$ cat config.mk
export PLATFORM = sky130hd
export DESIGN_NAME = mux_stream_nbit
export DESIGN_NICKNAME = d
export VERILOG_FILES = /design/src/rtl/mux_pkg.sv /design/src/rtl/rr_arbiter.sv /design/src/rtl/mux_stream_nbit.sv
export SDC_FILE = /design/constraint.sdc
export NUM_CORES = 1
export LEC_CHECK = 0
export ABC_AREA = 1
export CELL_PAD_IN_SITES_DETAIL_PLACEMENT = 1
export CELL_PAD_IN_SITES_GLOBAL_PLACEMENT = 2
export CORE_ASPECT_RATIO = 0.7
export CORE_MARGIN = 5
export CORE_UTILIZATION = 17
export CTS_CLUSTER_SIZE = 10
export DETAILED_ROUTE_END_ITERATION = 6
export MAX_ROUTING_LAYER = met4
export PLACE_DENSITY_LB_ADDON = 0.05
export SYNTH_ARGS = -nofsm -noshare
export SYNTH_HDL_FRONTEND = slang
export SYNTH_HIERARCHICAL = 1
export SYNTH_SLANG_ARGS = --single-unit
$ cat constraint.sdc
create_clock -name clk -period 2.12 [get_ports clk]
set_input_delay 0.424 -clock clk [delete_from_list [all_inputs] [get_ports clk]]
set_output_delay 0.424 -clock clk [all_outputs]
set_load 0.02 [all_outputs]
$ cat src/rtl/mux_pkg.sv
// Shared constants and helpers for the stream multiplexer.
package mux_pkg;

    localparam logic MODE_FIXED = 1'b0;
    localparam logic MODE_RR    = 1'b1;

    // Index width that never collapses to zero bits.
    function automatic int idx_w(input int n);
        return (n > 2) ? $clog2(n) : 1;
    endfunction

endpackage

$ cat src/rtl/rr_arbiter.sv
// Combinational round-robin arbiter: first requester at or after ptr, wrapping.
module rr_arbiter
    import mux_pkg::*;
#(
    parameter  int inputs = 4,
    localparam int IW     = idx_w(inputs)
) (
    input  logic [inputs-1:0] req,
    input  logic [IW-1:0]     ptr,
    output logic [IW-1:0]     grant_idx,
    output logic              grant_valid
);

    logic [IW-1:0] idx;

    // Walk from farthest to nearest so the nearest requester wins the last write.
    always_comb begin
        grant_valid = 1'b0;
        grant_idx   = '0;
        idx         = '0;
        for (int k = inputs - 1; k >= 0; k--) begin
            idx = IW'((int'(ptr) + k) % inputs);
            if (req[idx]) begin
                grant_valid = 1'b1;
                grant_idx   = idx;
            end
        end
    end

endmodule

$ cat src/rtl/mux_stream_nbit.sv
// N-input registered stream multiplexer with fixed or round-robin selection
// and a single output register stage.
module mux_stream_nbit
    import mux_pkg::*;
#(
    parameter  int inputs = 4,
    parameter  int width  = 8,
    localparam int IW     = idx_w(inputs)
) (
    input  logic                      clk,
    input  logic                      reset,
    input  logic [inputs*width-1:0]   w_in,
    input  logic [inputs-1:0]         v_in,
    output logic [inputs-1:0]         r_out,
    input  logic                      mode_in,
    input  logic [IW-1:0]             s_in,
    output logic [width-1:0]          f_out,
    output logic                      v_out,
    input  logic                      r_in,
    output logic [IW-1:0]             ch_out
);

    logic [width-1:0] f_q, f_d;
    logic             v_q, v_d;
    logic [IW-1:0]    ch_q, ch_d;
    logic [IW-1:0]    ptr_q, ptr_d;

    logic             load_en;
    logic             fx_valid, rr_valid, gnt_valid;
    logic [IW-1:0]    rr_idx, gnt_idx;

    rr_arbiter #(.inputs(inputs)) u_arb (
        .req         (v_in),
        .ptr         (ptr_q),
        .grant_idx   (rr_idx),
        .grant_valid (rr_valid)
    );

    // Out-of-range fixed selects (non-power-of-2 inputs) never grant.
    assign fx_valid = (int'(s_in) < inputs) && v_in[s_in];

    always_comb begin
        load_en   = !v_q || r_in;
        gnt_valid = (mode_in == MODE_RR) ? rr_valid : fx_valid;
        gnt_idx   = (mode_in == MODE_RR) ? rr_idx   : s_in;

        r_out = '0;
        if (!reset && load_en && gnt_valid)
            r_out[gnt_idx] = 1'b1;

        f_d   = f_q;
        v_d   = v_q;
        ch_d  = ch_q;
        ptr_d = ptr_q;
        if (load_en) begin
            v_d = gnt_valid;
            if (gnt_valid) begin
                f_d  = w_in[int'(gnt_idx)*width +: width];
                ch_d = gnt_idx;
                if (mode_in == MODE_RR)
                    ptr_d = (int'(gnt_idx) == inputs - 1) ? '0 : gnt_idx + 1'b1;
            end
        end
    end

    always_ff @(posedge clk) begin
        if (reset) begin
            f_q   <= '0;
            v_q   <= 1'b0;
            ch_q  <= '0;
            ptr_q <= '0;
        end else begin
            f_q   <= f_d;
            v_q   <= v_d;
            ch_q  <= ch_d;
            ptr_q <= ptr_d;
        end
    end

    assign f_out  = f_q;
    assign v_out  = v_q;
    assign ch_out = ch_q;

endmodule

==> results of run 1 <==
metal layers:
layer | up-vias | track usage (%)
met1 | 649 | 15.6
li1 | 864 | -
met2 | 36 | 13.4
met4 | 0 | 2.91
met5 | - | -
met3 | 2 | 0.945
through the flow:
| step | hold slack, ns | area, um^2 | utilization [%] | power [mW] |
|---|---|---|---|---|
| after global placement | 0.466 | 2120 | 28.8 | 0.978 |
| after floorplan | 0.525 | 1320 | - | 0.684 |
| after CTS | 0.492 | 2200 | 29.9 | 1.23 |
| final | 0.484 | 2300 | 31.2 | 1.25 |
| after global routing | 0.506 | 2300 | 31.2 | 1.36 |
| after detailed placement | 0.476 | 2120 | 28.8 | 0.980 |
placed cells by master, fill, tap and decap left out, types with 2 or more instances in the layout:
master	count
nor2_1	21
ha_2	2
dfxtp_1	12
buf_6	6
buf_4	20
nand2_4	2
clkdlybuf4s15_1	2
clkbuf_8	3
nand2_1	75
a21oi_1	3
ha_4	2
nand2_2	11
inv_1	50
dlygate4sd2_1	3
nand3_1	27
clkdlybuf4s50_1	47
o21ai_0	3
nor2_4	5
o21ai_4	4
inv_2	10
inv_4	2
nand3_2	4
cell type report:
cell class              instances  share of cell area, %
flip-flops and latches         13                   11.5
repair buffers                 79                   32.6
inverters                      62                   10.3
well taps                      98                   5.34
multi-input cells             162                   38.2
clock buffers                   4                   1.96
worst min-delay path: cells and delay by family (launching register included):
kind	cells	cell delay (ns)
flops	1	0.33
simple gates	1	0.08
compound gates	1	0.04
registers in the layout, indices dropped and copies added, names as in the netlist:
register / count
v_out: 1
ch_out: 2
f_out: 8
ptr_q: 2
where the power goes:
part	leakage, nW	total [mW]	switching [mW]	internal, mW
clock network	0.0228	0.222	0.0898	0.133
logic	1.06	0.727	0.390	0.337
registers	0.109	0.302	0.0234	0.279
worst max-delay path by stage:
stage,from,slack (ns),end,depth (start not counted)
after CTS,v_in[1],-0.24,r_out[2],17
after floorplan,v_in[1],-0.02,r_out[2],16
after global placement,v_in[3],-0.98,r_out[3],15
final,ptr_q[0],-0.24,r_out[1],13
after global routing,ptr_q[0],-0.37,r_out[3],12
after detailed placement,v_in[3],-0.98,r_out[3],15
repair_timing:
action	in CTS	in global routing
gates resized for setup	42	25
pin swaps	4	12
hold buffers	0	0
setup endpoints to repair	14	12
buffers inserted	3	2
cells by family (layout without fill, tap and decap cells):
group                    Yosys count  after routing
AND/OR/NAND/NOR                  148            148
buffers and inverters             68            145
flip-flops                        13             13
AO/OA/AOI/OAI                     10             10
adder cells (fa/ha/maj)            4              4
==> results.md, run 1 <==
- Outcome: finished, violations left
- Violated checks: setup timing
- Num CTS Buffers: 3
- Synth area leader: nand2_1
- Synthesized instance count: 243
- Post-synthesis async set-or-reset flop share: 0%
- Mean routed wirelength per cell: ~11 um
- Fmax: roughly 420 MHz
- Max-cap violation count: 0
- Largest net degree at the start of global routing: 17
- Vias in the first global route: 1552
- Total track usage: approximately 10%
- End of the worst register-to-register path: f_out[1]
- Hold Crit Class: flop to flop
- Synth-to-Final Area Change: 77.7%
- Max VDD drop: 0.000181 V
- Setup WS post-layout: -0.240 ns
- Number of non-filler instances in the completed layout: 418
- Layout cells sized above 1: roughly a quarter
- Mapped Area: ~0.0013 mm^2
- Chip height: 83.0 um
- Unique masters post-synth: 20
- GP Congestion: between 0.7 and 0.8
- Drt pass-1 iters: 4
- Placed cells: 411
- Post-synthesis xor/xnor area fraction: 0%
- PwrDens: 545 mW/mm^2
- Adder-Cell Fraction of Synth Area: around 3.9%
- Combinational family with the most area after synthesis: simple AND/OR/NAND/NOR gates
- Critical path class: flop to output port
- Static leakage: 1.19 nW
- Cell with the most instances after synthesis: nand2_1
- Synth Area in Simple Gates: about half
- Hold path startpoint: ch_out[0]
- Slew HR: around 74%
- Routed WL: roughly 4.7 mm
- Crit path cell chain: buf_8 -> o21ai_4 -> nand2_1 -> nand2_1 -> nand3_1 -> nand3_2 -> nand2_2 -> o21ai_4 -> inv_2 -> ha_2 -> inv_2 -> nor2_4 -> buf_6
- Post-Route M1 WL: between 2 and 3 mm
- Post-synth top cells: nand2_1 (81), inv_1 (55), nand3_1 (30)
- Core Area: between 0.007 and 0.008 mm^2
- Req. time, crit path: about 1.7 ns
- Post-synth EDFFs: 0
- # clock sinks: 13
- Yosys reg bits: 13
- Area of the multi-input gates: 878 um^2
- Fin. Hold Viols: 0
- Synth Area in Compound Gates: roughly 5.3%
- Area share of the largest cell type after synthesis: between 20% and 30%
- Met3 WL: roughly 220 um
- Startpoint types: flop
- Die area: about 0.0095 mm^2
- Via count: 1551
- Inserted Diodes: 0
- IO Port Bufs: 56
- Ports: 57
- Synth area leaders: nand2_1 (24%), dfxtp_1 (20%), inv_1 (16%)
- Slew Viols, Final: 0
- CP max FO: 6
- Register area: roughly 260 um^2
- Global-route wire length before repair: ~7.6 mm
- Met2 routed WL: approximately 1.8 mm
- Nets@finish: 367
- Arrival time at the worst endpoint: between 1.5 and 2 ns
- Clk_lat worst skew: around 0.24 ns
- DIE WIDTH: between 100 and 150 um
- Crit path capture type: output port
- Min cycle time layout: roughly 2.4 ns
- Clk slew on worst S/H paths: around 0.060 ns
- Syn Area/Cell: 5.32 um^2
- Synth warn: 6
- ANT nets after route: 0
- CP bufs+invs: 4
- Crit share post-route: 111%
- Mux cell area share after synthesis: 0%
- Starting Density: roughly 18%
- Post-synth net total: ~290
- Worst reg2reg startpoint: ptr_q[0]
- Hold Path Cell Cnt: 2
- DRT iter0 DRCs: 44
- Max clock buf depth: 2
- Overflow left after global routing: 0
- Sequential element share of the synthesized area: about a fifth
- Worst Hold End: ch_out[0]
- H-tree depth: 1
- CP max-delay cell: dfxtp_4
- Pre-CTS WS: -0.983 ns
- Residual DRC: 0
- Fillers: 977
- CTS tree: built
- TNS Setup: -0.889 ns
- Worst Clk Skew: approximately 0.0091 ns
- Least-Margin Pin Slew: 0.387 ns
- Initial antenna violation count: 0
- Ys flop type: dfxtp_1
- DP HPWL: 3.87 mm
- Highest metal used: met4
- Unrepaired setup endpoints after global routing: true
- Site Rows: 26
- Max incr delay on CP: 0.38 ns
- Final setup fails: 4
- Worst r2r path cells: 15
- Reg-to-reg slack, setup: 0.09 ns
- Top Family by Delay on Critical Path: buffers and inverters
- Via-per-instance ratio: around 3.7
- Root Driver: clkbuf_8
Note: power is estimated with default switching activity, not from simulation.
==> run 2, diff against run 1 <==
- RECOVER_POWER: not set -> 100
- SETUP_SLACK_MARGIN: not set -> 0.5
==> run 2 against run 1 <==
Effect of this change: clock skew decreased by 0.0038 ns; sequential power about the same; the run still ends with setup timing left; fmax increased by 1.1%; highest routed layer unchanged; combinational power increased by 19%; clock power increased by 3%; first-iteration DRC count increased by 4.5%.
==> results.md, run 2 (synthesis gave the netlist of run 1 again) <==
- Largest net degree at the start of global routing: 17 (unchanged)
- Top Family by Delay on Critical Path: buffers and inverters
- Reg-to-reg slack, setup: 0.04 ns (-0.05 ns)
- Unrepaired setup endpoints after global routing: true
- Root Driver: clkbuf_8
- Violated checks: setup timing
- Vias in the first global route: 1618 (+4.3%)
- Ports: 57 (unchanged)
- Via-per-instance ratio: 3.87 (+4.3%)
- Drt pass-1 iters: 4 (unchanged)
- Most common cell after layout, fill and taps aside: nand2_1
- Slew HR: 73.5% (-0.70 points)
- IO Port Bufs: 56 (unchanged)
- Worst Clk Skew: 0.00523 ns (-0.00383 ns)
- Clk_lat worst skew: 0.24 ns (about the same)
- H-tree depth: 1 (unchanged)
- DIE WIDTH: 114 um (unchanged)
- Hold Crit Class: flop to flop
- CTS tree: built
- Inserted Diodes: 0 (unchanged)
- TNS Setup: -0.811 ns (+0.0785 ns)
- Mean routed wirelength per cell: 11.8 um (+5.1%)
- Overflow left after global routing: 0 (unchanged)
- Startpoint types: flop
- Fmax: 428 MHz (+1.1%)
- Power Total: 1.40 mW (+12%)
- ANT nets after route: 0 (unchanged)
- Most frequent cells in the layout: nand2_1 (53), inv_1 (50), clkdlybuf4s50_1 (36)
- Critical path class: flop to output port
- Via count: 1657 (+6.8%)
- Final setup fails: 4 (unchanged)
- DRT iter0 DRCs: 46 (+4.5%)
- Max clock buf depth: 2 (unchanged)
- # clock sinks: 13 (unchanged)
- Total track usage: 10.2% (+0.14 points)
- DP HPWL: 3.92 mm (+1.2%)
- Static leakage: 1.32 nW (+11%)
- Core Area: 0.00735 mm^2 (unchanged)
- Max-cap violation count: 0 (unchanged)
- Chip height: 83.0 um (unchanged)
- Crit share post-route: 110% (-1.2 points)
- Req. time, crit path: 1.70 ns (about the same)
- Setup WS post-layout: -0.214 ns (+0.0262 ns)
- Crit path capture type: output port
- Residual DRC: 0 (unchanged)
- Least-Margin Pin Slew: 0.398 ns (+0.0106 ns)
- Synth-to-Final Area Change: 98.6%
- CP max FO: 5 (-1)
- Clk slew on worst S/H paths: 0.06 ns (about the same)
- Max incr delay on CP: 0.37 ns (about the same)
- CP max-delay cell: dfxtp_4
- CP bufs+invs: 4 (unchanged)
- Slew Viols, Final: 0 (unchanged)
- Fin. Hold Viols: 0 (unchanged)
- Arrival time at the worst endpoint: 1.91 ns (-0.03 ns)
- Initial antenna violation count: 0 (unchanged)
- Site Rows: 26 (unchanged)
- Crit path cell chain: buf_8 -> o21ai_4 -> nand2_1 -> nand2_1 -> nand3_1 -> nand3_1 -> nand2_2 -> o21ai_4 -> buf_4 -> ha_4 -> inv_2 -> nor2_4 -> buf_6
- Number of flip-flops in the largest register: 8 (unchanged)
- Nets@finish: 377 (+2.7%)
- Num CTS Buffers: 3 (unchanged)
- Layout cells sized above 1: 38.5% (+15 points)
- Max VDD drop: 0.000202 V (+12%)
- Outcome: finished, violations left
- Die area: 0.00947 mm^2 (unchanged)
- Global-route wire length before repair: 7.73 mm (+2.4%)
- Min cycle time layout: 2.33 ns (-0.0262 ns)
- Starting Density: 17.6% (unchanged)
- PwrDens: 544 mW/mm^2 (about the same)
- GP Congestion: 0.717 (-1.1%)
- Routed WL: 5.06 mm (+7.6%)
==> run 2: cell types whose count changed in the layout (fill, tap and decap cells not counted), moves of 2 or more <==
cell,before,now
dlygate4sd3_1,0,2
nor2_1,21,17
nand2_4,2,10
dlygate4sd2_1,3,6
nor2_2,1,6
nand3_1,27,14
nand2_2,11,25
nand3_2,4,17
clkbuf_1,1,6
clkdlybuf4s50_1,47,36
buf_4,20,22
buf_6,6,12
nand2_1,75,53
==> run 2: path summary, 6_finish.rpt <==
| path | start | to | depth (start not counted) |
|---|---|---|---|
| setup reg to reg | ptr_q[0] | f_out[7] | 16 |
| setup / recovery | ptr_q[0] | r_out[2] | 13 |
| hold / removal | ch_out[1] | ch_out[1] | 2 |
| hold reg to reg | ch_out[1] | ch_out[1] | 2 |
==> run 2: area by class of cell <==
class | count | area (um^2)
clock buffer | 4 | 45.0
fill | 966 | 4780
inverter | 62 | 240
multi-input combinational | 162 | 1050
sequential | 13 | 265
tap | 98 | 123
timing repair buffer | 89 | 842
==> run 2: metrics by stage <==
stage	instances	setup slack, ns	hold WS [ns]	util [%]	cell area, um^2
floorplan	243	0.0573	0.512	-	1370
global placement	412	-0.945	0.463	29.2	2150
detailed placement	412	-0.946	0.472	29.2	2150
CTS	421	-0.212	0.489	31.2	2290
global route	428	-0.353	0.508	34.9	2570
finish	428	-0.214	0.471	34.9	2570
==> run 2: power by group <==
| group | switching (mW) | leakage (nW) | internal [mW] |
|---|---|---|---|
| Clock | 0.0951 | 0.0228 | 0.133 |
| Sequential | 0.0234 | 0.109 | 0.279 |
| Combinational | 0.460 | 1.19 | 0.407 |
==> run 2: what timing repair did <==
action | in CTS | in global routing
endpoints found under the setup margin | 21 | 22
gates resized for setup | 56 | 69
hold buffers | 0 | 0
setup buffers | 5 | 6
cloned | 0 | 1
pin swaps | 2 | 24
==> run 2: worst min-delay path, cell delays in order, from the launching register on <==
cell     delay, ns
dfxtp_1       0.33
a21oi_1       0.04
nor2_1        0.07
==> run 2: routing by layer <==
metal	part of all wire [%]	track usage (%)	vias to the layer above
met5	0	-	-
met4	0.51	2.59	0
met3	3.6	1.02	2
met2	43	14.1	36
met1	53	15.5	734
li1	-	-	885
